[src/rtl/rx_tlp_sender_pkg.sv]
// Shared constants, state/mode types and TLP helpers for the rx TLP sender.
package rx_tlp_sender_pkg;

  localparam int BF     = 9;
  localparam int RD_AW  = BF + 1;
  localparam int MAX_QW = 16;
  localparam int QW_W   = $clog2(MAX_QW + 1);

  localparam logic [18:0] HDR_RSVD_QW    = 19'd16;
  localparam logic [6:0]  MWR64_FMT_TYPE = 7'b11_00000;

  typedef enum logic [8:0] {
    ST_IDLE      = 9'b0_0000_0001,
    ST_WAIT_PAGE = 9'b0_0000_0010,
    ST_HDR0      = 9'b0_0000_0100,
    ST_HDR1      = 9'b0_0000_1000,
    ST_DATA      = 9'b0_0001_0000,
    ST_C_HDR0    = 9'b0_0010_0000,
    ST_C_HDR1    = 9'b0_0100_0000,
    ST_C_DATA    = 9'b0_1000_0000,
    ST_SWITCH    = 9'b1_0000_0000
  } state_e;

  typedef enum logic [1:0] {
    MODE_TRIG = 2'd0,
    MODE_LAST = 2'd1,
    MODE_CHG  = 2'd2
  } mode_e;

  // Host expects each DW little-endian while the buffer holds them big-endian.
  function automatic logic [63:0] dw_bswap(input logic [63:0] q);
    return {q[39:32], q[47:40], q[55:48], q[63:56],
            q[7:0],   q[15:8],  q[23:16], q[31:24]};
  endfunction

  function automatic logic [63:0] mwr64_hdr0(input logic [9:0]  len_dw,
                                             input logic [15:0] rid,
                                             input logic [7:0]  tag);
    return {1'b0, MWR64_FMT_TYPE, 1'b0, 3'b000, 4'b0000, 1'b0, 1'b0, 2'b00, 2'b00,
            len_dw, rid, tag, 8'hFF};
  endfunction

endpackage

[src/rtl/rx_tlp_sender_prefetch.sv]
// Two-entry skid FIFO hiding the one-cycle buffer read latency; the head can be
// taken straight off rd_data so an unstalled TLP streams at one qword per cycle.
module rx_tlp_sender_prefetch
  import rx_tlp_sender_pkg::*;
(
  input  logic             clk,
  input  logic             reset_n,
  input  logic             load_i,
  input  logic [QW_W-1:0]  load_qw_i,
  input  logic             pop_i,
  output logic             valid_o,
  output logic [63:0]      data_o,
  output logic [RD_AW-1:0] rd_addr_o,
  input  logic [63:0]      rd_data_i
);

  logic [QW_W-1:0]  remaining_q;
  logic             inflight_q;
  logic [1:0]       cnt_q;
  logic             head_q;
  logic [63:0]      mem_q [2];
  logic [RD_AW-1:0] rd_addr_q;

  logic rd_en_s;
  logic push_s;
  logic pop_mem_s;
  logic tail_s;

  // A read is issued only when stored plus in-flight qwords leave room for it.
  assign rd_en_s   = (remaining_q != '0) && (({1'b0, cnt_q} + {2'b00, inflight_q}) <= 3'd1);
  assign pop_mem_s = pop_i && (cnt_q != 2'd0);
  assign push_s    = inflight_q && !(pop_i && (cnt_q == 2'd0));
  assign tail_s    = head_q ^ cnt_q[0];
  assign valid_o   = (cnt_q != 2'd0) || inflight_q;
  assign data_o    = (cnt_q != 2'd0) ? mem_q[head_q] : rd_data_i;
  assign rd_addr_o = rd_addr_q;

  // Read issue, in-flight tracking and FIFO storage.
  always_ff @(posedge clk or negedge reset_n) begin
    if (!reset_n) begin
      remaining_q <= '0;
      inflight_q  <= 1'b0;
      cnt_q       <= 2'd0;
      head_q      <= 1'b0;
      mem_q[0]    <= 64'd0;
      mem_q[1]    <= 64'd0;
      rd_addr_q   <= '0;
    end else begin
      inflight_q <= rd_en_s;
      if (load_i) begin
        remaining_q <= load_qw_i;
      end else if (rd_en_s) begin
        remaining_q <= remaining_q - {{(QW_W-1){1'b0}}, 1'b1};
      end
      if (rd_en_s) begin
        rd_addr_q <= rd_addr_q + {{(RD_AW-1){1'b0}}, 1'b1};
      end
      if (push_s) begin
        mem_q[tail_s] <= rd_data_i;
      end
      if (pop_mem_s) begin
        head_q <= ~head_q;
      end
      cnt_q <= cnt_q + {1'b0, push_s} - {1'b0, pop_mem_s};
    end
  end

endmodule

[src/rtl/rx_tlp_sender.sv]
// Emits MWr64 TLPs from the rx buffer into the active host huge page and closes
// pages by writing their qword count into the reserved header qword.
module rx_tlp_sender
  import rx_tlp_sender_pkg::*;
(
  input  logic             clk,
  input  logic             reset_n,
  input  logic             trigger_tlp,
  output logic             trigger_tlp_ack,
  input  logic             change_huge_page,
  input  logic             send_last_tlp,
  output logic             change_huge_page_ack,
  input  logic [QW_W-1:0]  qwords_to_send,
  input  logic [63:0]      huge_page_addr_1,
  input  logic [63:0]      huge_page_addr_2,
  input  logic             huge_page_status_1,
  input  logic             huge_page_status_2,
  output logic             huge_page_unlock_1,
  output logic             huge_page_unlock_2,
  output logic [RD_AW-1:0] rd_addr,
  input  logic [63:0]      rd_data,
  input  logic [15:0]      cfg_completer_id,
  output logic [63:0]      trn_td,
  output logic [7:0]       trn_trem_n,
  output logic             trn_tsof_n,
  output logic             trn_teof_n,
  output logic             trn_tsrc_rdy_n,
  input  logic             trn_tdst_rdy_n
);

  state_e          state_q;
  mode_e           mode_q;
  logic [QW_W-1:0] qw_q;
  logic [QW_W-1:0] data_cnt_q;
  logic            page2_q;
  logic [18:0]     qw_off_q;
  logic [7:0]      tag_q;
  logic [63:0]     td_q;
  logic            tsof_n_q;
  logic            teof_n_q;
  logic            tsrc_rdy_n_q;
  logic            trig_ack_q;
  logic            chg_ack_q;
  logic            unlock1_q;
  logic            unlock2_q;

  logic [63:0] page_base_s;
  logic        page_ready_s;
  logic        beat_ok_s;
  logic [9:0]  data_len_s;
  logic [63:0] hdr1_addr_s;
  logic        pf_load_s;
  logic        pf_pop_s;
  logic        pf_valid_s;
  logic [63:0] pf_data_s;

  assign page_base_s  = page2_q ? huge_page_addr_2 : huge_page_addr_1;
  assign page_ready_s = page2_q ? huge_page_status_2 : huge_page_status_1;
  assign beat_ok_s    = !tsrc_rdy_n_q && !trn_tdst_rdy_n;
  assign data_len_s   = {4'b0000, qw_q, 1'b0};
  assign hdr1_addr_s  = page_base_s + {42'd0, qw_off_q, 3'b000};
  assign pf_load_s    = (state_q == ST_WAIT_PAGE) && page_ready_s && (mode_q != MODE_CHG);
  // The next data qword is consumed when the beat in front of it is accepted.
  assign pf_pop_s     = beat_ok_s && pf_valid_s &&
                        ((state_q == ST_HDR1) || ((state_q == ST_DATA) && teof_n_q));

  rx_tlp_sender_prefetch u_prefetch (
    .clk       (clk),
    .reset_n   (reset_n),
    .load_i    (pf_load_s),
    .load_qw_i (qw_q),
    .pop_i     (pf_pop_s),
    .valid_o   (pf_valid_s),
    .data_o    (pf_data_s),
    .rd_addr_o (rd_addr),
    .rd_data_i (rd_data)
  );

  // Sequencer: every TRN output is loaded one state ahead so it is held during stalls.
  always_ff @(posedge clk or negedge reset_n) begin
    if (!reset_n) begin
      state_q      <= ST_IDLE;
      mode_q       <= MODE_TRIG;
      qw_q         <= '0;
      data_cnt_q   <= '0;
      page2_q      <= 1'b0;
      qw_off_q     <= HDR_RSVD_QW;
      tag_q        <= 8'd0;
      td_q         <= 64'd0;
      tsof_n_q     <= 1'b1;
      teof_n_q     <= 1'b1;
      tsrc_rdy_n_q <= 1'b1;
      trig_ack_q   <= 1'b0;
      chg_ack_q    <= 1'b0;
      unlock1_q    <= 1'b0;
      unlock2_q    <= 1'b0;
    end else begin
      trig_ack_q <= 1'b0;
      chg_ack_q  <= 1'b0;
      unlock1_q  <= 1'b0;
      unlock2_q  <= 1'b0;
      case (state_q)
        ST_IDLE: begin
          // A request is still high while its own ack is visible; do not re-accept it.
          if (!trig_ack_q && !chg_ack_q) begin
            if (change_huge_page) begin
              mode_q  <= MODE_CHG;
              state_q <= ST_WAIT_PAGE;
            end else if (send_last_tlp) begin
              mode_q  <= MODE_LAST;
              qw_q    <= qwords_to_send;
              state_q <= ST_WAIT_PAGE;
            end else if (trigger_tlp) begin
              mode_q  <= MODE_TRIG;
              qw_q    <= qwords_to_send;
              state_q <= ST_WAIT_PAGE;
            end
          end
        end
        ST_WAIT_PAGE: begin
          if (page_ready_s) begin
            tsrc_rdy_n_q <= 1'b0;
            tsof_n_q     <= 1'b0;
            data_cnt_q   <= '0;
            if (mode_q == MODE_CHG) begin
              td_q    <= mwr64_hdr0(10'd2, cfg_completer_id, tag_q);
              state_q <= ST_C_HDR0;
            end else begin
              td_q    <= mwr64_hdr0(data_len_s, cfg_completer_id, tag_q);
              state_q <= ST_HDR0;
            end
          end
        end
        ST_HDR0: begin
          if (beat_ok_s) begin
            tsof_n_q <= 1'b1;
            td_q     <= hdr1_addr_s;
            state_q  <= ST_HDR1;
          end
        end
        ST_HDR1: begin
          if (beat_ok_s) begin
            td_q       <= dw_bswap(pf_data_s);
            teof_n_q   <= !(qw_q == {{(QW_W-1){1'b0}}, 1'b1});
            data_cnt_q <= {{(QW_W-1){1'b0}}, 1'b1};
            state_q    <= ST_DATA;
          end
        end
        ST_DATA: begin
          if (beat_ok_s) begin
            if (!teof_n_q) begin
              qw_off_q <= qw_off_q + {{(19-QW_W){1'b0}}, qw_q};
              tag_q    <= tag_q + 8'd1;
              teof_n_q <= 1'b1;
              if (mode_q == MODE_LAST) begin
                td_q     <= mwr64_hdr0(10'd2, cfg_completer_id, tag_q + 8'd1);
                tsof_n_q <= 1'b0;
                state_q  <= ST_C_HDR0;
              end else begin
                tsrc_rdy_n_q <= 1'b1;
                trig_ack_q   <= trigger_tlp;
                state_q      <= ST_IDLE;
              end
            end else begin
              td_q       <= dw_bswap(pf_data_s);
              teof_n_q   <= !((data_cnt_q + {{(QW_W-1){1'b0}}, 1'b1}) == qw_q);
              data_cnt_q <= data_cnt_q + {{(QW_W-1){1'b0}}, 1'b1};
            end
          end
        end
        ST_C_HDR0: begin
          if (beat_ok_s) begin
            tsof_n_q <= 1'b1;
            td_q     <= page_base_s;
            state_q  <= ST_C_HDR1;
          end
        end
        ST_C_HDR1: begin
          if (beat_ok_s) begin
            td_q     <= {45'd0, qw_off_q};
            teof_n_q <= 1'b0;
            state_q  <= ST_C_DATA;
          end
        end
        ST_C_DATA: begin
          if (beat_ok_s) begin
            teof_n_q     <= 1'b1;
            tsrc_rdy_n_q <= 1'b1;
            state_q      <= ST_SWITCH;
          end
        end
        ST_SWITCH: begin
          unlock1_q <= !page2_q;
          unlock2_q <= page2_q;
          page2_q   <= !page2_q;
          qw_off_q  <= HDR_RSVD_QW;
          chg_ack_q <= 1'b1;
          state_q   <= ST_IDLE;
        end
        default: begin
          tsof_n_q     <= 1'b1;
          teof_n_q     <= 1'b1;
          tsrc_rdy_n_q <= 1'b1;
          state_q      <= ST_IDLE;
        end
      endcase
    end
  end

  assign trigger_tlp_ack      = trig_ack_q;
  assign change_huge_page_ack = chg_ack_q;
  assign huge_page_unlock_1   = unlock1_q;
  assign huge_page_unlock_2   = unlock2_q;
  assign trn_td               = td_q;
  assign trn_trem_n           = 8'h00;
  assign trn_tsof_n           = tsof_n_q;
  assign trn_teof_n           = teof_n_q;
  assign trn_tsrc_rdy_n       = tsrc_rdy_n_q;

endmodule

[config.mk]
export PLATFORM = sky130hd
export DESIGN_NAME = rx_tlp_sender
export DESIGN_NICKNAME = d
export VERILOG_FILES = /design/src/rtl/rx_tlp_sender_pkg.sv /design/src/rtl/rx_tlp_sender_prefetch.sv /design/src/rtl/rx_tlp_sender.sv
export SDC_FILE = /design/constraint.sdc
export NUM_CORES = 1
export LEC_CHECK = 0
export ABC_AREA = 1
export CORE_MARGIN = 4
export CORE_UTILIZATION = 40
export DETAILED_ROUTE_END_ITERATION = 8
export PLACE_DENSITY_LB_ADDON = 0.08
export SLEW_MARGIN = 40
export SYNTH_ARGS = -nofsm -noshare
export SYNTH_HDL_FRONTEND = slang
export SYNTH_SLANG_ARGS = --single-unit
export TNS_END_PERCENT = 20
[constraint.sdc]
create_clock -name clk -period 3.7 [get_ports clk]
set_clock_uncertainty 0.1 [all_clocks]
set_input_delay 0.74 -clock clk [delete_from_list [all_inputs] [get_ports clk]]
set_output_delay 0.74 -clock clk [all_outputs]
set_load 0.02 [all_outputs]
# After elaboration in Yosys (flattened, before gate mapping)
# Cells that the tools add are included.
dict set report op_classes {
  add_sub_neg 9
  n_mul 0
  div 0
  magnitude_cmp 4
  n_eq_ne 29
  shifts 0
  mux 71
  bitwise_logic 9
  reduce_logical 45
}
# op count
set op_table {}
lappend op_table {{$mux W64} 14}
lappend op_table {{$pmux W64 S6} 1}
lappend op_table {{$bwmux W128} 1}
lappend op_table {{$mux W9} 12}
lappend op_table {{$pmux W9 S8} 1}
lappend op_table {{$add A64 B22 Y64} 1}
lappend op_table {{$demux W64 S1} 1}
lappend op_table {{$mux W5} 8}
lappend op_table {{$mux W19} 2}
lappend op_table {{$mux W38} 1}
lappend op_table {{$pmux W19 S2} 1}
lappend op_table {{$ne A2 B2 Y1 const B} 12}
lappend op_table {{$mux W1} 20}
lappend op_table {{$add A19 B5 Y19} 1}
lappend op_table {{$pmux W5 S3} 1}
lappend op_table {{$logic_and A1 B1 Y1} 12}
lappend op_table {{$mux W6} 2}
lappend op_table {{$reduce_and A6 Y1} 2}
lappend op_table {{$add A10 B1 Y10 const B} 1}
lappend op_table {{$reduce_and A10 Y1} 1}
lappend op_table {{$reduce_and A5 Y1} 2}
lappend op_table {{$reduce_or A5 Y1} 2}
lappend op_table {{$eq A9 B1 Y1 const B} 1}
lappend op_table {{$eq A9 B2 Y1 const B} 1}
lappend op_table {{other kinds (41)} 66}
dict set report word_totals {
  regBits 267
  latch_bits 0
  ram_bits 0
  romBits 0
  input_bits 221
  word_cells 189
  n_memories 0
}

# Depth between registers and ports, before layout
# Gate-level depths: netlist (run 1).
dict set report logic_depth {
  ltp_word 9
  depth_mapped 25
  ltp_nobuf 21
}

# Cells and area by module
# A second synthesis (run 1) with hierarchy kept.
dict set report hier_totals {
  cells_unflattened 2786
  area_unflattened_um2 18626.6
}
# module instances cells_each area_per_inst_um2
set modules_own_cells {}
lappend modules_own_cells {rx_tlp_sender 1 1965 11526.1}
lappend modules_own_cells {rx_tlp_sender_prefetch 1 821 7100.6}

# Worst setup path after synthesis (run 1)
# OpenSTA, ideal clock, no wires.
dict set report synth_path {
  path_type {register to register}
  from {reg page2_q}
  to {reg td_q[35], in the netlist trn_td[35]}
  setup_ns 0.120
  arrival_ns 2.953
  required_ns 3.480
  setup_slack_ns 0.526
  path_stages_with_launch 24
  n_path_buf 3
  cell_sequence {dfrtp_1 buf_6 inv_2 clkbuf_1 clkbuf_1 nand2_1 nand2_1 ha_1 inv_1 fa_1 inv_1 nand3_1 nand2_1 nand2_1 nand2_1 nand2_1 nand2_1 nand2_1 nand2_1 nand3_1 nand3_1 nand2_1 nand2_1 nand2_1}
}
dict set report synth_between {
  elab_chain_cells 4
}
# element line_no
set synth_rtl {}
lappend synth_rtl {{start, declared} rx_tlp_sender.sv:35} ;# logic page2_q;
lappend synth_rtl {{start signal, assigned} rx_tlp_sender.sv:195} ;# page2_q <= !page2_q;
lappend synth_rtl {{$mux W64} rx_tlp_sender.sv:57} ;# assign page_base_s = page2_q ? huge_page_addr_2 : huge_page_addr_1;
lappend synth_rtl {{$add A64 B22 Y64} rx_tlp_sender.sv:61} ;# assign hdr1_addr_s = page_base_s + {42'd0, qw_off_q, 3'b000};
lappend synth_rtl {{$mux W64} rx_tlp_sender.sv:135} ;# if (beat_ok_s) begin
lappend synth_rtl {{$pmux W64 S6} rx_tlp_sender.sv:102} ;# case (state_q)
lappend synth_rtl {{end signal, assigned} rx_tlp_sender.sv:129} ;# td_q <= mwr64_hdr0(data_len_s, cfg_completer_id, tag_q);
lappend synth_rtl {{end signal, assigned} rx_tlp_sender.sv:137} ;# td_q <= hdr1_addr_s;
lappend synth_rtl {{end signal, assigned} rx_tlp_sender.sv:143} ;# td_q <= dw_bswap(pf_data_s);
lappend synth_rtl {{end, declared} rx_tlp_sender.sv:38} ;# logic [63:0] td_q;
# Several ways; a longest one is shown, not always the timed one. The select of a mux whose other input is x is not followed.
# A chain may end at the register's enable or synchronous reset.

# Worst setup path in the final report (run 1)
dict set report layout_path {
  from {reg page2_q}
  to {reg td_q[24], in the netlist trn_td[24]}
}
# Same word-level chain as after synthesis.

==> results by group, run 1 <==
Timing
  • Fmax: about 290 MHz
  • Count of pins over their slew limit: 0
  • RSZ-0062 raised after global routing: false
  • Final period util: 0.934
  • Worst slew margin: 0.446
  • Count of final hold-check violations: 0
  • Final setup vio count: 0
  • Hold WS: 379 ps
  • Crit path time final: 3460 ps
  • Worst Tran Pin Value: around 800 ps
  • Setup TNS: 0 ps

Detailed routing
  • DRT iter0 DRCs: approximately 2.3k
  • DRC: 0
  • Drt pass-1 iters: 6
  • Via count: 20.5k
  • Drt total wl: around 79,000 um
  • WL/cell: 20.7 um
  • Final ANT Viol Nets: 0
  • Via-to-Cell Ratio: around 5.4

Critical path
  • WS Path Type: flip-flop to flip-flop
  • CP endpoint kind: flip-flop
  • Reg2Reg Depth: 16
  • Crit path max fanout: 27
  • Nature of the critical path startpoint: flip-flop
  • Critical path required time: ~4000 ps
  • Arrival time worst endpoint: ~3800 ps
  • R2R setup slack: 240 ps

Floorplanning
  • Die Y-Extent: 223 um
  • Rows: 78
  • Core footprint: ~46,000 sq um
  • Ports: 310
  • Die area: ~50,000 sq um
  • Initial Util: 0.407
  • Die W: ~220 um

Placement
  • Gpl congestion: 0.998
  • Hpwl dp: just over 60,000 um
  • I/O Buffers: ~300

Layout
  • Layout cell share with drive strength beyond 1: 0.0672
  • Fillers: 4,602
  • Commonest non-fill, non-tap cells in the layout: nand2_1, inv_1, clkdlybuf4s50_1
  • ANT cells: 0
  • Layout area overhead: 28.1%
  • Most common cell after layout, fill and taps aside: nand2_1
  • Nets: between 3k and 4k

Synth
  • Adder-Cell Fraction of Synth Area: 0.0231
  • Synthesized flop and latch total: around 270
  • Post-synth EDFFs: 0
  • Syn Std Cell Area: 18,500 sq um
  • Simple-Gate Fraction of Synth Area: 0.348
  • Complex-gate fraction of the synthesized area: 0.150
  • Syn Inst Count: ~2.9k
  • Mux contribution to synthesized area: 0.00277
  • Fraction of registers with async set/reset: 1.00
  • Ys flop type: dfrtp_1
  • Sequential share of the synthesized area: 0.361
  • Distinct cell type count after synthesis: 56
  • Largest family of logic cells by synthesized area: simple AND/OR/NAND/NOR gates
  • Mapped Avg Cell Area: about 6.4 sq um
  • Yosys warnings: 0
  • Xor/xnor cell area share of the yosys netlist: 0.0142

Global routing
  • Initial antenna violation count: 1
  • Met1 Use GR: 0.473
  • First-pass GRT wire length: about 120,000 um
  • GRT overflow: 0
  • Vias in the first global route: around 19k
  • All-Layer GR Usage: 0.307
  • Met2 Use GR: 0.435
  • Grt peak-use layer: met1
  • Largest net degree at the start of global routing: 95
  • Grt met3 use: 0.0593

Clocking
  • CTS root buffer: clkbuf_16
  • Clk pin slew, worst setup/hold paths: around 60 ps
  • Max H-tree Level: 2
  • Post-CTS Setup Bufs: 0
  • Clk_lat worst skew: roughly 560 ps
  • CTS tree: done
  • Clock buffer count from CTS: 34
  • Clock tree buffer depth: 3
  • CTS sink cnt: approximately 270

Power
  • Net switching power: roughly 8.5 mW
  • Pwr dens: about 740 nW/um^2
  • Leak: around 12 nW
  • Worst vdd ir: slightly below 500 uV
  • Sw Share: 0.483
  • Combinational power share: 0.530
  • Pint: 9.09 mW
  • Sequential Power Share: 0.276
  • Clk pwr share: 0.194

Run status
  • Status: complete, no violations

Worst hold path
  • Hold Path Cell Cnt: 2
  • Hold WC Path Type: flip-flop to flip-flop

Flow run
  • Max Cap Viol: 0
cells in the mapped netlist, types with 4 or more instances:
cell       number  area, sq um
a31oi_1        10         62.6
o22ai_1        14         87.6
inv_2          15         56.3
mux2i_1         4         40.0
nand2_2         9         56.3
xor2_1         19          166
o211ai_1        9         67.6
nor2_4          4         45.0
ha_1           31          388
a22oi_1        31          233
dfstp_2         5          131
buf_1           6         22.5
inv_1         325         1220
o21ai_0       255         1280
xnor2_1        11         96.3
a211oi_1        6         45.0
buf_6           6         67.6
buf_4          13         97.6
nor3_1         26          130
nand2_1      1040         3900
nand3_1       195          976
a32oi_1         6         52.6
o21ai_1        13         65.1
nor2_2         11         68.8
clkbuf_1       44          165
buf_2          47          235
nand3b_1        8         60.1
nor2_1        242          908
o31ai_1         6         45.0
a21oi_1       138          691
dfrtp_1       262         6560
or2_2          14         87.6
o2111ai_1       4         35.0
nand4_1        13         81.3
per-layer routing:
layer / routed length [um] / part of all wire
met1: 37000 / 0.47
met2: 32600 / 0.41
met3: 7040 / 0.089
met4: 2290 / 0.029
met5: 0 / 0
what timing repair did:
item                                    CTS  global route
hold endpoints to repair                  0            24
resized for setup                         0             1
endpoints found under the setup margin    0             1
hold buffers                              0             1
through the flow:
step                      area, sq um  worst slack, ps  power (mW)   util  cells
after detailed placement        22600            -82.6        14.0  0.495   3750
after floorplan                 18600              526        10.2      -   2882
after global routing            23700             44.2        18.8  0.521   3812
after CTS                       23700              202        17.5  0.520   3810
after global placement          22600             39.3        13.9  0.495   3750
final                           23700              243        17.6  0.521   3812
worst max-delay path, stage by stage, from the launching register on:
cell	delay, ps
dfrtp_4	410
buf_4	340
mux2i_1	320
inv_1	110
ha_1	380
nand2_1	120
inv_1	70
nand2_1	50
and2_1	170
o21ai_0	450
inv_1	120
nand2_1	280
nand2_1	90
nand3_1	80
nand3_1	70
nand2_1	80
nand3_1	70
area by class of cell:
cell class,instances,area (sq um),share of cell area
Clock buffer,48,983,0.0414
Clock inverter,12,153,0.00643
Inverter,341,1280,0.0539
Multi-Input combinational cell,2158,10100,0.423
Sequential cell,267,6690,0.282
Tap cell,600,751,0.0316
Timing Repair Buffer,386,3830,0.161
final timing paths:
check,to,startpoint
setup / recovery,trn_td[24]$_DFFE_PN0P_,page2_q$_DFFE_PN0P_
hold / removal,trn_td[15]$_DFFE_PN0P_,trn_td[15]$_DFFE_PN0P_
setup reg to reg,trn_td[24]$_DFFE_PN0P_,page2_q$_DFFE_PN0P_
hold reg to reg,trn_td[15]$_DFFE_PN0P_,trn_td[15]$_DFFE_PN0P_
max in group asynchronous,trn_td[49]$_DFFE_PN0P_,reset_n
min in group asynchronous,page2_q$_DFFE_PN0P_,reset_n
logic make-up (layout without fill, tap and decap cells):
logic type	count (synthesis)	in the layout
AOI/OAI and AO/OA	506	506
xor gates and xnor gates	30	30
adders and majority gates	33	33
buffers and inverters	457	787
DFF	267	267
muxes	5	5
other	1	8
and+or+nand+nor	1576	1576
flip-flops by register name (all words and copies together), names as in the netlist, 2 cells and up:
register,flops
u_prefetch.rd_addr_o,10
mode_q,2
qw_q,5
data_cnt_q,5
tag_q,8
qw_off_q,19
trn_td,64
state_q,9
u_prefetch.remaining_q,5
u_prefetch.mem_q,128
u_prefetch.cnt_q,2
power groups by stage:
| stage | sequential [mW] | clock, mW | combinational [mW] |
|---|---|---|---|
| 2_1_floorplan | 4.83 | 0 | 5.37 |
| 6_report | 4.85 | 3.41 | 9.33 |
| 3_5_place_dp | 4.86 | 0 | 9.16 |
| 3_3_place_gp | 4.83 | 0 | 9.04 |
| 5_1_grt | 4.95 | 3.59 | 10.3 |
| 4_1_cts | 4.82 | 3.47 | 9.21 |
Note: power is estimated with default switching activity, not from simulation.
==> run 2, diff against run 1 <==
CORE_MARGIN = 2   (was 4)
==> results by group, run 2 (synthesis results as in run 1) <==
Critical path
  • Arrival time worst endpoint: ~3800 ps
  • CP endpoint kind: flip-flop
  • Nature of the critical path startpoint: flip-flop
  • Crit path max fanout: 38
  • Critical path required time: approximately 4100 ps
  • WS Path Type: flip-flop to flip-flop

Timing
  • RSZ-0062 raised after global routing: false
  • Worst slew margin: 0.432
  • Setup TNS: 0 ps
  • Count of pins over their slew limit: 0
  • Crit path time final: about 3300 ps
  • Count of final hold-check violations: 0
  • Final period util: 0.903
  • Final setup vio count: 0
  • Fmax: 299 MHz
  • Worst Tran Pin Value: about 850 ps

Clocking
  • Hold buffers post-CTS: 0
  • CTS tree: done
  • Clock tree buffer depth: 3
  • Post-CTS Setup Bufs: 0
  • Resize count post-CTS: 0
  • Max H-tree Level: 2
  • Clk pin slew, worst setup/hold paths: ~60 ps
  • CTS root buffer: clkbuf_16
  • Clock buffer count from CTS: 34
  • CTS sink cnt: 267
  • Clk_lat worst skew: roughly 560 ps

Detailed routing
  • WL/cell: ~21 um
  • Via-to-Cell Ratio: roughly 5.4
  • Drt total wl: between 80,000 and 90,000 um
  • DRC: 0
  • Via count: slightly above 20k
  • DRT iter0 DRCs: roughly 2.4k
  • Drt pass-1 iters: 8
  • Final ANT Viol Nets: 0

Power
  • Clk pwr share: 0.202
  • Pint: ~9.4 mW
  • Pwr dens: 753 nW/um^2
  • Net switching power: approximately 8.7 mW
  • Leak: roughly 12 nW
  • Worst vdd ir: roughly 480 uV
  • Sw Share: 0.480
  • Combinational power share: 0.529
  • Sequential Power Share: 0.269

Flow run
  • Max Cap Viol: 0

Layout
  • Layout area overhead: 29.4%
  • Commonest non-fill, non-tap cells in the layout: nand2_1, inv_1, clkdlybuf4s50_1
  • Utilization after layout: 0.526
  • Register bank with the most flops: u_prefetch.mem_q
  • ANT cells: 0
  • Layout cell share with drive strength beyond 1: 0.0737
  • Post-Layout Cell Count: around 3.8k
  • Max FFs per register: roughly 130
  • Nets: 3,460
  • Most common cell after layout, fill and taps aside: nand2_1

Floorplanning
  • Die Y-Extent: ~220 um
  • Initial Util: 0.407
  • Die area: 48,100 sq um
  • Rows: between 70 and 80
  • Die W: about 220 um
  • Core footprint: 45,600 sq um
  • Ports: 310

Global routing
  • Initial antenna violation count: 2
  • Largest net degree at the start of global routing: ~90
  • Vias in the first global route: ~19k
  • All-Layer GR Usage: 0.330
  • First-pass GRT wire length: around 120,000 um
  • GRT overflow: 0

Placement
  • I/O Buffers: between 300 and 400
  • Hpwl dp: 62,900 um
  • Placed insts: around 3.8k
  • Gpl congestion: approximately 0.98

Worst hold path
  • Hold WC Path Type: primary input to async pin

Run status
  • Status: complete, no violations
==> run 2: cell count changes in the layout (fill, tap and decap cells not counted), moves of 2 or more <==
| cell | delta |
|---|---|
| clkinv_4 | +2 |
| clkbuf_8 | -2 |
| buf_4 | +17 |
| clkbuf_1 | -2 |
| buf_12 | +4 |
| bufinv_16 | +3 |
==> run 2: worst paths after layout <==
kind / startpoint / to / cells after the start / slack, ps
min reg2reg: trn_td[58]$_DFFE_PN0P_ / trn_td[58]$_DFFE_PN0P_ / 2 / 380
min: reset_n / huge_page_unlock_1$_DFF_PN0_ / 1 / 50
max reg2reg: page2_q$_DFFE_PN0P_ / trn_td[38]$_DFFE_PN0P_ / 18 / 360
max in group asynchronous: reset_n / data_cnt_q[1]$_DFFE_PN0P_ / 2 / 2420
max: page2_q$_DFFE_PN0P_ / trn_td[38]$_DFFE_PN0P_ / 18 / 360
min in group clk: trn_td[58]$_DFFE_PN0P_ / trn_td[58]$_DFFE_PN0P_ / 2 / 380
==> run 2: metal layers <==
layer	share of wire	vias up	GRT usage	wire length, um
li1	-	9844	-	-
met1	0.45	9756	0.483	36600
met5	0.00015	-	0	12
met4	0.029	2	0.102	2300
met3	0.11	109	0.0868	8610
met2	0.41	1005	0.470	33000
==> run 2: area by class of cell <==
cell class	count	area, sq um
fillers	4543	21600
multi-input cells	2158	10100
flip-flops and latches	267	6690
repair buffers	404	3990
inverters	341	1280
clock buffers	44	948
well taps	600	751
clock inverters	17	267
==> run 2: critical path: stages (launching register included) <==
cell	delay (ps)
dfrtp_4	500
inv_2	250
buf_12	230
nand2_1	70
nand2_1	110
ha_1	330
nand2_1	160
inv_1	60
a21oi_1	330
nand2_1	110
nand2_1	90
nand3_1	120
buf_12	170
nand3_1	60
nand2_1	50
o21ai_0	240
buf_4	160
nand2_1	70
nand2_1	70
==> run 2: metrics by stage <==
step | setup WS, ps | total power [mW] | area, sq um | hold slack, ps
after floorplan | 526 | 10.2 | 18600 | 344
after global placement | 48.5 | 14.1 | 22800 | 360
after detailed placement | 93.2 | 14.2 | 22800 | 365
after CTS | 371 | 17.9 | 24000 | 74.8
after global routing | 74.1 | 19.2 | 24000 | 109
final | 358 | 18.1 | 24000 | 52.3
==> run 2: power by group through the flow <==
stage	registers (mW)	clock network (mW)	logic [mW]
5_1_grt	4.95	3.81	10.4
6_report	4.87	3.65	9.55
4_1_cts	4.83	3.69	9.38
3_3_place_gp	4.82	0	9.23
2_1_floorplan	4.83	0	5.37
3_5_place_dp	4.86	0	9.33
